$ cat src/rtl/uart_rx_fifo.sv
// uart_rx_fifo
//   UART receive front end: 16x-oversampled deserialiser feeding a small
//   show-ahead FIFO that the CPU-side register logic pops.
//
//   Optional build macro UART_RX_PARITY_EN:
//     defined   -> 8E1 framing; bytes with bad even parity are dropped and
//                  parity_err is raised.
//     undefined -> 8N1 framing; parity_err is tied to 0.
//
//   Ports
//     clk        system clock, rising edge
//     resetn     synchronous reset, active HIGH despite the name
//     rx         asynchronous serial input, idles high
//     rd_en      one-cycle pop strobe (ignored while empty)
//     clr_err    clears the sticky error flags
//     rd_data    head-of-FIFO byte (show-ahead)
//     rx_valid   FIFO not empty
//     rx_count   FIFO occupancy, 0..DEPTH
//     overrun    sticky: byte dropped because the FIFO was full
//     frame_err  sticky: stop bit sampled low
//     parity_err sticky: parity mismatch
//
// state     | meaning
// ----------+-------------------------------------------------------------
// S_IDLE    | line idle, waiting for a falling edge
// S_START   | half a bit time to the middle of the start bit
// S_DATA    | sampling 8 data bits, LSB first, one per bit time
// S_PARITY  | sampling the even-parity bit (parity build only)
// S_STOP    | sampling the stop bit; push on high, frame error on low
// S_WAIT_IDLE | line held low after a bad stop bit; wait for it to go high

module uart_rx_fifo #(
  parameter int CLK_DIV = 27,
  parameter int DEPTH   = 16,
  parameter int ADDR_W  = 4
) (
  input  logic              clk,
  input  logic              resetn,
  input  logic              rx,
  input  logic              rd_en,
  input  logic              clr_err,
  output logic [7:0]        rd_data,
  output logic              rx_valid,
  output logic [ADDR_W:0]   rx_count,
  output logic              overrun,
  output logic              frame_err,
  output logic              parity_err
);

  localparam int DIV_W = $clog2(CLK_DIV);
  localparam logic [DIV_W-1:0] DIV_LOAD = DIV_W'(CLK_DIV - 1);
  localparam logic [ADDR_W:0]  CNT_FULL = (ADDR_W + 1)'(DEPTH);

  typedef enum logic [2:0] {
    S_IDLE,
    S_START,
    S_DATA,
`ifdef UART_RX_PARITY_EN
    S_PARITY,
`endif
    S_STOP,
    S_WAIT_IDLE
  } state_t;

  // ---------------------------------------------------------------------
  // Input synchroniser plus one extra stage for falling-edge detection
  // ---------------------------------------------------------------------
  logic rx_meta;
  logic rx_s;
  logic rx_d;
  logic rx_fall;

  always_ff @(posedge clk) begin
    if (resetn) begin
      rx_meta <= 1'b1;
      rx_s    <= 1'b1;
      rx_d    <= 1'b1;
    end else begin
      rx_meta <= rx;
      rx_s    <= rx_meta;
      rx_d    <= rx_s;
    end
  end

  assign rx_fall = rx_d & ~rx_s;

  // ---------------------------------------------------------------------
  // Oversample tick: down-counter, one tick every CLK_DIV cycles
  // ---------------------------------------------------------------------
  logic [DIV_W-1:0] div_cnt;
  logic             tick;

  always_ff @(posedge clk) begin
    if (resetn) begin
      div_cnt <= DIV_LOAD;
    end else if (div_cnt == '0) begin
      div_cnt <= DIV_LOAD;
    end else begin
      div_cnt <= div_cnt - DIV_W'(1);
    end
  end

  assign tick = (div_cnt == '0);

  // ---------------------------------------------------------------------
  // Receive FSM
  // ---------------------------------------------------------------------
  state_t     state;
  state_t     state_nxt;
  logic [3:0] os_cnt;      // ticks remaining to the next mid-bit sample
  logic [2:0] bit_cnt;     // data bits remaining after the current one
  logic [7:0] shift_reg;
  logic       par_bad;
  logic       push_req;
  logic       mid;

  logic os_ld_half;
  logic os_ld_full;
  logic shift_en;
  logic bit_ld;
  logic push_set;
  logic frame_evt;
  logic parity_evt;

  assign mid = tick && (os_cnt == 4'd0);

  always_ff @(posedge clk) begin
    if (resetn) begin
      state <= S_IDLE;
    end else begin
      state <= state_nxt;
    end
  end

  always_comb begin
    state_nxt  = state;
    os_ld_half = 1'b0;
    os_ld_full = 1'b0;
    shift_en   = 1'b0;
    bit_ld     = 1'b0;
    push_set   = 1'b0;
    frame_evt  = 1'b0;
    parity_evt = 1'b0;
    case (state)
      S_IDLE: begin
        if (rx_fall) begin
          state_nxt  = S_START;
          os_ld_half = 1'b1;
        end
      end
      S_START: begin
        if (mid) begin
          if (!rx_s) begin
            state_nxt  = S_DATA;
            os_ld_full = 1'b1;
            bit_ld     = 1'b1;
          end else begin
            state_nxt = S_IDLE;   // glitch: too short to be a start bit
          end
        end
      end
      S_DATA: begin
        if (mid) begin
          shift_en   = 1'b1;
          os_ld_full = 1'b1;
          if (bit_cnt == 3'd0) begin
`ifdef UART_RX_PARITY_EN
            state_nxt = S_PARITY;
`else
            state_nxt = S_STOP;
`endif
          end
        end
      end
`ifdef UART_RX_PARITY_EN
      S_PARITY: begin
        if (mid) begin
          os_ld_full = 1'b1;
          parity_evt = (rx_s != ^shift_reg);
          state_nxt  = S_STOP;
        end
      end
`endif
      S_STOP: begin
        if (mid) begin
          if (rx_s) begin
            push_set  = ~par_bad;
            state_nxt = S_IDLE;
          end else begin
            frame_evt = 1'b1;
            state_nxt = S_WAIT_IDLE;
          end
        end
      end
      S_WAIT_IDLE: begin
        if (rx_s) begin
          state_nxt = S_IDLE;
        end
      end
      default: state_nxt = S_IDLE;
    endcase
  end

  always_ff @(posedge clk) begin
    if (resetn) begin
      os_cnt    <= 4'd0;
      bit_cnt   <= 3'd0;
      shift_reg <= 8'h00;
      par_bad   <= 1'b0;
      push_req  <= 1'b0;
    end else begin
      push_req <= push_set;

      // Half a bit (8 ticks) to mid start bit, then a full bit (16 ticks).
      if (os_ld_half) begin
        os_cnt <= 4'd7;
      end else if (os_ld_full) begin
        os_cnt <= 4'd15;
      end else if (tick && (os_cnt != 4'd0)) begin
        os_cnt <= os_cnt - 4'd1;
      end

      if (bit_ld) begin
        bit_cnt <= 3'd7;
      end else if (shift_en && (bit_cnt != 3'd0)) begin
        bit_cnt <= bit_cnt - 3'd1;
      end

      if (shift_en) begin
        shift_reg <= {rx_s, shift_reg[7:1]};
      end

      if (bit_ld) begin
        par_bad <= 1'b0;
      end else if (parity_evt) begin
        par_bad <= 1'b1;
      end
    end
  end

  // ---------------------------------------------------------------------
  // FIFO. shift_reg is stable for the cycle after the stop sample, so the
  // push writes it directly.
  // ---------------------------------------------------------------------
  logic [7:0]        mem [DEPTH];
  logic [ADDR_W-1:0] wr_ptr;
  logic [ADDR_W-1:0] rd_ptr;
  logic              fifo_full;
  logic              pop;
  logic              push;
  logic              ovf_evt;

  assign rx_valid  = (rx_count != '0);
  assign fifo_full = (rx_count == CNT_FULL);
  assign pop       = rd_en & rx_valid;
  // A simultaneous pop frees the slot, so a full FIFO can still accept.
  assign push      = push_req & (~fifo_full | pop);
  assign ovf_evt   = push_req & fifo_full & ~pop;
  assign rd_data   = mem[rd_ptr];

  always_ff @(posedge clk) begin
    if (resetn) begin
      wr_ptr   <= '0;
      rd_ptr   <= '0;
      rx_count <= '0;
      for (int i = 0; i < DEPTH; i++) begin
        mem[i] <= 8'h00;
      end
    end else begin
      if (push) begin
        mem[wr_ptr] <= shift_reg;
        wr_ptr      <= wr_ptr + ADDR_W'(1);
      end
      if (pop) begin
        rd_ptr <= rd_ptr + ADDR_W'(1);
      end
      case ({push, pop})
        2'b10:   rx_count <= rx_count + (ADDR_W + 1)'(1);
        2'b01:   rx_count <= rx_count - (ADDR_W + 1)'(1);
        default: rx_count <= rx_count;
      endcase
    end
  end

  // ---------------------------------------------------------------------
  // Sticky error flags; a new event wins over a coincident clear.
  // ---------------------------------------------------------------------
  always_ff @(posedge clk) begin
    if (resetn) begin
      overrun   <= 1'b0;
      frame_err <= 1'b0;
    end else begin
      overrun   <= ovf_evt   | (overrun   & ~clr_err);
      frame_err <= frame_evt | (frame_err & ~clr_err);
    end
  end

`ifdef UART_RX_PARITY_EN
  always_ff @(posedge clk) begin
    if (resetn) begin
      parity_err <= 1'b0;
    end else begin
      parity_err <= parity_evt | (parity_err & ~clr_err);
    end
  end
`else
  assign parity_err = 1'b0;
`endif

endmodule

$ cat config.mk
export PLATFORM = sky130hd
export DESIGN_NAME = uart_rx_fifo
export DESIGN_NICKNAME = d
export VERILOG_FILES = /design/src/rtl/uart_rx_fifo.sv
export SDC_FILE = /design/constraint.sdc
export NUM_CORES = 1
export LEC_CHECK = 0
export ABC_AREA = 1
export BUFFER_PORTS_ARGS = -buffer_cell sky130_fd_sc_hd__buf_4
export CORE_MARGIN = 2
export CORE_UTILIZATION = 50
export DETAILED_ROUTE_END_ITERATION = 16
export GPL_ROUTABILITY_DRIVEN = 0
export PLACE_DENSITY = 0.77
export SYNTH_ARGS = -nofsm -noshare
export SYNTH_HDL_FRONTEND = slang
export SYNTH_SLANG_ARGS = --single-unit
$ cat constraint.sdc
create_clock -name clk -period 2 [get_ports clk]
set_clock_uncertainty 0.05 [all_clocks]
set_input_delay 0.2 -clock clk [delete_from_list [all_inputs] [get_ports clk]]
set_output_delay 0.2 -clock clk [all_outputs]
set_load 0.02 [all_outputs]
Word level (Yosys, flattened, before mapping)
Memories as Yosys holds them, arrays and structs flattened. A register that Yosys moved wholly into a read port is not among the register bits. Index checks and enable logic that the tools add are counted. Widths: inputs -> output; s select.

Output and inout bits: 17. Input port bits: 5. Word-level logic and storage cells: 105. Memory bits (writable): 128. Register bits: 42. Memories: 1.

Memory list: mem (depth 16, width 8, rd ports 1, clocked after memory_dff 1, wr ports 16, RTL line 245) `logic [7:0] mem [DEPTH];`.

$add $sub $neg: 7. Mux-type cells: 34. Reductions and logical operators: 19. Bitwise logic cells: 16. Eq/ne operators: 13.

Operator list (count): $mux 3 (10); $mux 4 (5); $pmux 3 s5 (1); $mux 1 (14); $ne 2x2->1 const B (6); $pmux 5 s2 (1); $sub 5x1->5 const B (2); $add 4x1->4 const B (2); $mux 8 (1); $reduce_or 8->1 (1); $and 1x1->1 (7); $eq 3x2->1 const B (2); $logic_not 3->1 (2); $not 1->1 (6); $reduce_and 6->1 (1); $reduce_bool 2->1 (3); $reduce_bool 3->1 (2); $add 5x1->5 const B (1); $eq 5x5->1 const B (1); $logic_not 5->1 (1); $reduce_bool 5->1 (1); $logic_not 4->1 (1); $reduce_bool 4->1 (1); $reduce_or 2->1 (2); 11 further kinds (15).

Logic depth before layout (Yosys ltp)
Gate-level depths: netlist of the first run.

Word-level depth: 9. Mapped depth: 15. Mapped depth without buffers: 15.

Worst setup path after synthesis of the first run
OpenSTA, ideal clock, no wires.

Kind: reg2reg. From: register rx_count[0]. To: memory mem[15][0] (enable). Library setup time: 329 ps. Period minus slack after synthesis: 2001 ps. Cell stages (with the launch flop): 11. Data required time: 1621 ps. Data arrival time: 1622 ps. Buffers on the path: 0. Setup slack: -1 ps. Path through: dfxtp_1 nor2_2 nand3_4 nand2_4 nand4_2 nand2_4 inv_6 nand2_4 inv_6 nand2_4 nand2_1.

RTL lines: from (decl) (RTL line 44) `output logic [ADDR_W:0] rx_count,`; from (signal assigned) (RTL line 278) `2'b10: rx_count <= rx_count + (ADDR_W + 1)'(1);`; from (signal assigned) (RTL line 279) `2'b01: rx_count <= rx_count - (ADDR_W + 1)'(1);`; from (signal assigned) (RTL line 280) `default: rx_count <= rx_count;`; to (decl) (RTL line 245).

==> results.py, run 1 <==
metrics = {
    "run_status": {
        "outcome": "complete, but fails checks",
        "violations": "negative setup slack",
    },
    "routing": {
        "viasPerCell": 5.40,
        "wl_per_cell_um": 16.9,
        "drt_iter0_markers": 535,
        "wl_um": 18200,
        "ant_nets": 0,
        "dr.pass1.iters": 5,
        "post-route-drc-count": 0,
        "vias": 5822,
    },
    "worst_setup_path": {
        "rrSetupSlack_ns": 0.13,
        "path_max_fanout": 12,
        "timing.rr.start": "rx_count[4]",
        "end_kind": "output port",
        "critPathKind": "register to output port",
        "arrival_ns": 1.90,
        "required_ns": 1.75,
        "critPathLaunchType": "register",
    },
    "timing": {
        "finalSetupViolCount": 8,
        "fin_setup_tns_ns": -0.973,
        "rsz0062_at_grt": "true",
        "fin_crit_ns": 2.15,
        "hold_violations": 0,
        "setup_ws_ns": -0.150,
        "max_freq_ghz": 0.465,
        "min_period_over_period_pct": 107,
        "final-max-slew-violation-count": 0,
    },
    "clock_tree": {
        "numCtsBuffers": 17,
        "root_buffer": "clkbuf_16",
        "cts_buffer_depth": 2,
        "clkSinkCount": 174,
        "clkTransAtPathRegs_ns": 0.06,
        "cts_tree": "built",
        "clock_latency_ns": 0.43,
        "htreeDepth": 4,
    },
    "floorplan": {
        "die_w_um": 131,
        "initial_utilization_pct": 50.8,
        "die_area_mm2": 0.0171,
        "num_rows": 46,
        "ios": 22,
        "die_height_um": 131,
        "core_area_mm2": 0.0158,
    },
    "grt": {
        "grt_max_degree": 37,
        "grt_use_total_pct": 22.6,
        "grt_remaining_overflow": 0,
        "first_global_vias": 5690,
        "grt_pass1_wl_um": 28600,
        "antenna_found_initial": 0,
    },
    "logic_synthesis": {
        "yosys_most_used_dff": "edfxtp_1",
        "ys_seq_area_share_pct": 59.3,
        "synth_edf_count": 128,
        "synth_cell_types": 38,
        "yosys_register_bits": 174,
        "syn_avg_cell_area_um2": 10.1,
        "synthesis.nets": 817,
        "synth_top_area_share_pct": 47.8,
        "synth.area.top_cells": "edfxtp_1, dfxtp_1, nor2_1, mux2i_1, o21ai_0",
        "synth_top_cell_by_area": "edfxtp_1",
        "synthArstFlopShare_pct": 0,
        "ys_warn_count": 0,
        "synthCells": 800,
        "netlist_area_mm2": 0.00804,
    },
    "finish": {
        "layout.nets": 866,
        "mostFrequentLayoutCell": "nor2_1",
        "area_delta_synth_final_pct": 16.7,
        "layout_common_cells": "nor2_1, edfxtp_1, inv_1",
        "drive_gt1_share_pct": 18.2,
        "largest_reg_flops": 128,
        "final_core_utilization_pct": 59.3,
        "num_antenna_cells": 0,
    },
    "placed_design": {
        "dp.final_hpwl_um": 11900,
        "io_buffers": 20,
    },
    "run": {
        "maxCapViolCount": 0,
    },
    "power": {
        "total_power_w": 0.0106,
        "power_leakage_nw": 3.49,
        "power-per-cell-area_mw_per_mm2": 1130,
        "ir_drop_v": 0.000939,
    },
    "hold_path": {
        "holdCritPathClass": "primary input to register",
        "min_from": "resetn",
    },
}
==> through the flow <==
stage | worst slack, ns | area, um^2 | hold slack [ns] | std cells
2_1_floorplan | 0.00842 | 8040 | 0.254 | 800
3_3_place_gp | 0.134 | 8650 | 0.337 | 1041
3_5_place_dp | 0.0495 | 8650 | 0.338 | 1041
4_1_cts | -0.151 | 9370 | 0.0630 | 1079
5_1_grt | -0.234 | 9390 | 0.0744 | 1078
6_report | -0.150 | 9390 | 0.0690 | 1078
==> cells in the mapped netlist, types with 2 or more instances <==
library cell,count
clkbuf_1,28
nor3_2,4
o211ai_1,33
nor2_1,144
xor2_1,4
inv_1,79
a21oi_1,60
nand2_2,11
nand2_1,64
edfxtp_1,128
ha_1,12
nor2_2,4
o21ai_1,5
buf_1,2
nand4_1,9
nand3_2,6
clkinv_1,9
or2_2,3
mux2i_1,32
nand2_4,7
nor2_4,3
buf_2,4
dfxtp_1,46
o21ai_0,61
inv_6,2
nand3_1,25
a31oi_1,2
buf_4,3
==> path summary, 6_finish.rpt <==
path                 to  depth (start not counted)
max          rd_data[0]                          6
min reg2reg  div_cnt[0]                          1
max reg2reg   mem[3][1]                         10
min             overrun                          2
==> cells by family (layout without fill, tap and decap cells) <==
family	Yosys count	count (layout)	share of synthesized area, %
flip-flops	174	174	59.3
multiplexers	32	32	3.98
buffers and inverters	128	190	6.35
AND/OR/NAND/NOR	284	284	16.6
other	1	1	0.0466
adder cells (fa/ha/maj)	12	12	1.87
XOR/XNOR	5	5	0.545
AO/OA/AOI/OAI	164	164	11.4
==> layer usage <==
metal | vias to the layer above | GRT usage [%] | wire (um)
met5 | - | 0 | 0
met4 | 0 | 8.76 | 490
met3 | 41 | 4.64 | 1140
met2 | 215 | 38.2 | 8930
met1 | 2730 | 28.8 | 7660
li1 | 2836 | - | -
==> where the power goes <==
part / internal [W] / total [W] / switching [W]
logic: 0.00126 / 0.00309 / 0.00183
registers: 0.00406 / 0.00421 / 0.000150
clock network: 0.00199 / 0.00333 / 0.00134
total: 0.00731 / 0.0106 / 0.00333
==> cell type report <==
| class | count | area (um^2) |
|---|---|---|
| Fill cell | 1280 | 6440 |
| Clock inverter | 8 | 105 |
| Multi-Input combinational cell | 498 | 2820 |
| Inverter | 90 | 348 |
| Clock buffer | 24 | 493 |
| Tap cell | 216 | 270 |
| Sequential cell | 174 | 4770 |
| Timing Repair Buffer | 68 | 581 |
==> repair_timing <==
item | CTS | global route
cloned | 2 | 0
hold endpoints to repair | 2 | 0
hold buffers | 2 | 0
pin swaps | 4 | 4
endpoints found under the setup margin | 8 | 97
buffers inserted | 2 | 0
gates resized for setup | 16 | 17
==> worst max-delay path, stage by stage (launching register included) <==
cell      delay, ns
dfxtp_4        0.42
buf_6          0.21
mux2i_2        0.23
o211ai_1       0.16
o211ai_1       0.17
nand2_1        0.12
buf_6          0.15
(Power assumes the default switching activity.)
==> run 2, diff against run 1 <==
CORE_UTILIZATION = 62   (was 50)
PLACE_DENSITY = 0.9   (was 0.77)
==> run 2 against run 1 <==
The flow still finishes with violations (negative setup slack); sequential cell count unchanged; combinational power up 21%; final cell count down 3.8%; sequential power up 1%.
==> results.py, run 2 (synthesis results as in run 1) <==
metrics = {
    "worst_setup_path": {
        "end_kind": "output port",
        "critPathLaunchType": "register",
        "cp_slowest_cell": "dfxtp_4",
        "path_common_cell": "buf_12",
        "crit_cells": 8,
        "worst_r2r_endpoint": "mem[8][1]",
        "arrival_ns": 1.96,
        "path_cells": "buf_12 > buf_12 > a21oi_1 > o21ai_1 > o211ai_1 > nand3_1 > nand2_2 > buf_6",
        "required_ns": 1.75,
        "crit_buf_inv": 3,
        "path_max_fanout": 17,
        "reg2reg_depth": 8,
        "path_delay_family": "compound AO/OA/AOI/OAI gates",
        "max_stage_delay_ns": 0.38,
        "timing.rr.start": "rx_count[4]",
        "rrSetupSlack_ns": 0.14,
        "critPathKind": "register to output port",
    },
    "power": {
        "power_leakage_nw": 3.54,
        "ir_drop_v": 0.000968,
        "power-per-cell-area_mw_per_mm2": 1170,
        "total_power_w": 0.0112,
    },
    "grt": {
        "first_global_vias": 5826,
        "grt_max_degree": 24,
        "grt.met1_usage_pct": 35.2,
        "grt_use_total_pct": 28.1,
        "grt_pass1_wl_um": 29900,
        "grtUsageMet2_pct": 46.8,
        "grtUsageMet3_pct": 5.62,
        "grt_remaining_overflow": 0,
        "grt.busiest_layer": "met2",
        "antenna_found_initial": 0,
    },
    "routing": {
        "drt_iter0_markers": 703,
        "dr.pass1.iters": 5,
        "wl_per_cell_um": 18.9,
        "viasPerCell": 5.98,
        "ant_nets": 0,
        "post-route-drc-count": 0,
        "wl_um": 19600,
        "vias": 6197,
    },
    "floorplan": {
        "initial_utilization_pct": 63.7,
        "die_w_um": 118,
        "die_height_um": 118,
        "ios": 22,
        "num_rows": 41,
        "die_area_mm2": 0.0139,
        "core_area_mm2": 0.0126,
    },
    "timing": {
        "min_period_over_period_pct": 111,
        "final-max-slew-violation-count": 0,
        "max_freq_ghz": 0.452,
        "finalSetupViolCount": 8,
        "hold_violations": 0,
        "setup_ws_ns": -0.211,
        "fin_crit_ns": 2.21,
        "rsz0062_at_grt": "true",
    },
    "finish": {
        "layout_common_cells": "nor2_1, edfxtp_1, inv_1",
        "drive_gt1_share_pct": 20.6,
        "largest_reg_flops": 128,
        "layout.nets": 869,
        "mostFrequentLayoutCell": "nor2_1",
        "fin_cells": 1037,
        "area_delta_synth_final_pct": 18.5,
        "num_antenna_cells": 0,
    },
    "clock_tree": {
        "htreeDepth": 4,
        "cts_buffer_depth": 2,
        "clkTransAtPathRegs_ns": 0.06,
        "numCtsBuffers": 17,
        "clkSinkCount": 174,
        "cts_tree": "built",
        "clock_latency_ns": 0.43,
        "root_buffer": "clkbuf_16",
    },
    "placed_design": {
        "dp_cells": 994,
        "io_buffers": 20,
        "dp.final_hpwl_um": 11800,
    },
    "hold_path": {
        "holdCritPathClass": "primary input to register",
        "hold_path_depth": 4,
        "min_to": "frame_err",
        "min_from": "clr_err",
    },
    "run_status": {
        "outcome": "complete, but fails checks",
        "violations": "negative setup slack",
    },
    "run": {
        "maxCapViolCount": 0,
    },
}
-- run 2: changes by cell type in the layout (fill, tap and decap cells not counted), sizes merged --
cell,previous run,this run
clkinvlp,1,3
buf,65,67
bufbuf,1,0
dlygate4sd3,2,1
inv,84,82
clkbuf,24,20
clkinv,11,18
-- run 2: cell type report --
cell class	instances	area, um^2
inverters	90	348
multi-input cells	498	2890
flip-flops and latches	174	4780
well taps	172	215
fillers	769	3090
clock inverters	15	148
repair buffers	71	727
clock buffers	17	425
-- run 2: stage by stage --
stage	util [%]	hold WS [ns]	area [um^2]	worst slack, ns	TNS, ns
3_5_place_dp	67.9	0.340	8570	0.0423	0
3_3_place_gp	67.9	0.337	8570	0.139	0
4_1_cts	73.9	0.00200	9330	-0.113	-0.717
6_report	75.5	0.0177	9530	-0.211	-1.17
5_1_grt	75.5	0.0504	9530	-0.242	-1.68
2_1_floorplan	-	0.254	8040	0.00842	0
-- run 2: timing repair --
action,CTS,global route
resized for setup,52,35
endpoints found under the setup margin,8,106
hold buffers,1,0
setup buffers,4,2
gates cloned,1,3
endpoints found under the hold margin,1,0
pin swaps,9,23
-- run 2: worst max-delay path by stage --
stage	startpoint	end	slack [ns]
global route	register	rd_data[3]	-0.24
CTS	register	rd_data[3]	-0.11
finish	register	rd_data[0]	-0.21
global placement	rx_count[0]	mem[7][3]	0.14
floorplan	rx_count[4]	mem[15][0]	0.008
detailed placement	rx_count[0]	mem[7][3]	0.04
-- run 2: worst register-to-register path, stage by stage (launching register included) --
cell and delay, ns:
dfxtp_2 0.36, inv_1 0.10, nand3_4 0.10, nand2_4 0.07, nand4_2 0.11, nand2_4 0.12, nor2_4 0.20, nand2_2 0.10
nand2_1 0.32
-- run 2: power by group --
| group | switching [W] | internal, W | leakage, nW | total [W] |
|---|---|---|---|---|
| sequential | 0.000173 | 0.00407 | 1.69 | 0.00425 |
| combinational | 0.00211 | 0.00161 | 1.58 | 0.00373 |
| clock | 0.00138 | 0.00183 | 0.272 | 0.00321 |
-- run 2: layer usage --
metal  up-vias  share of wire, %
li1       2841                 -
met1      2887                37
met2       389                49
met3        80               9.7
met4         0               3.8
met5         -                 0
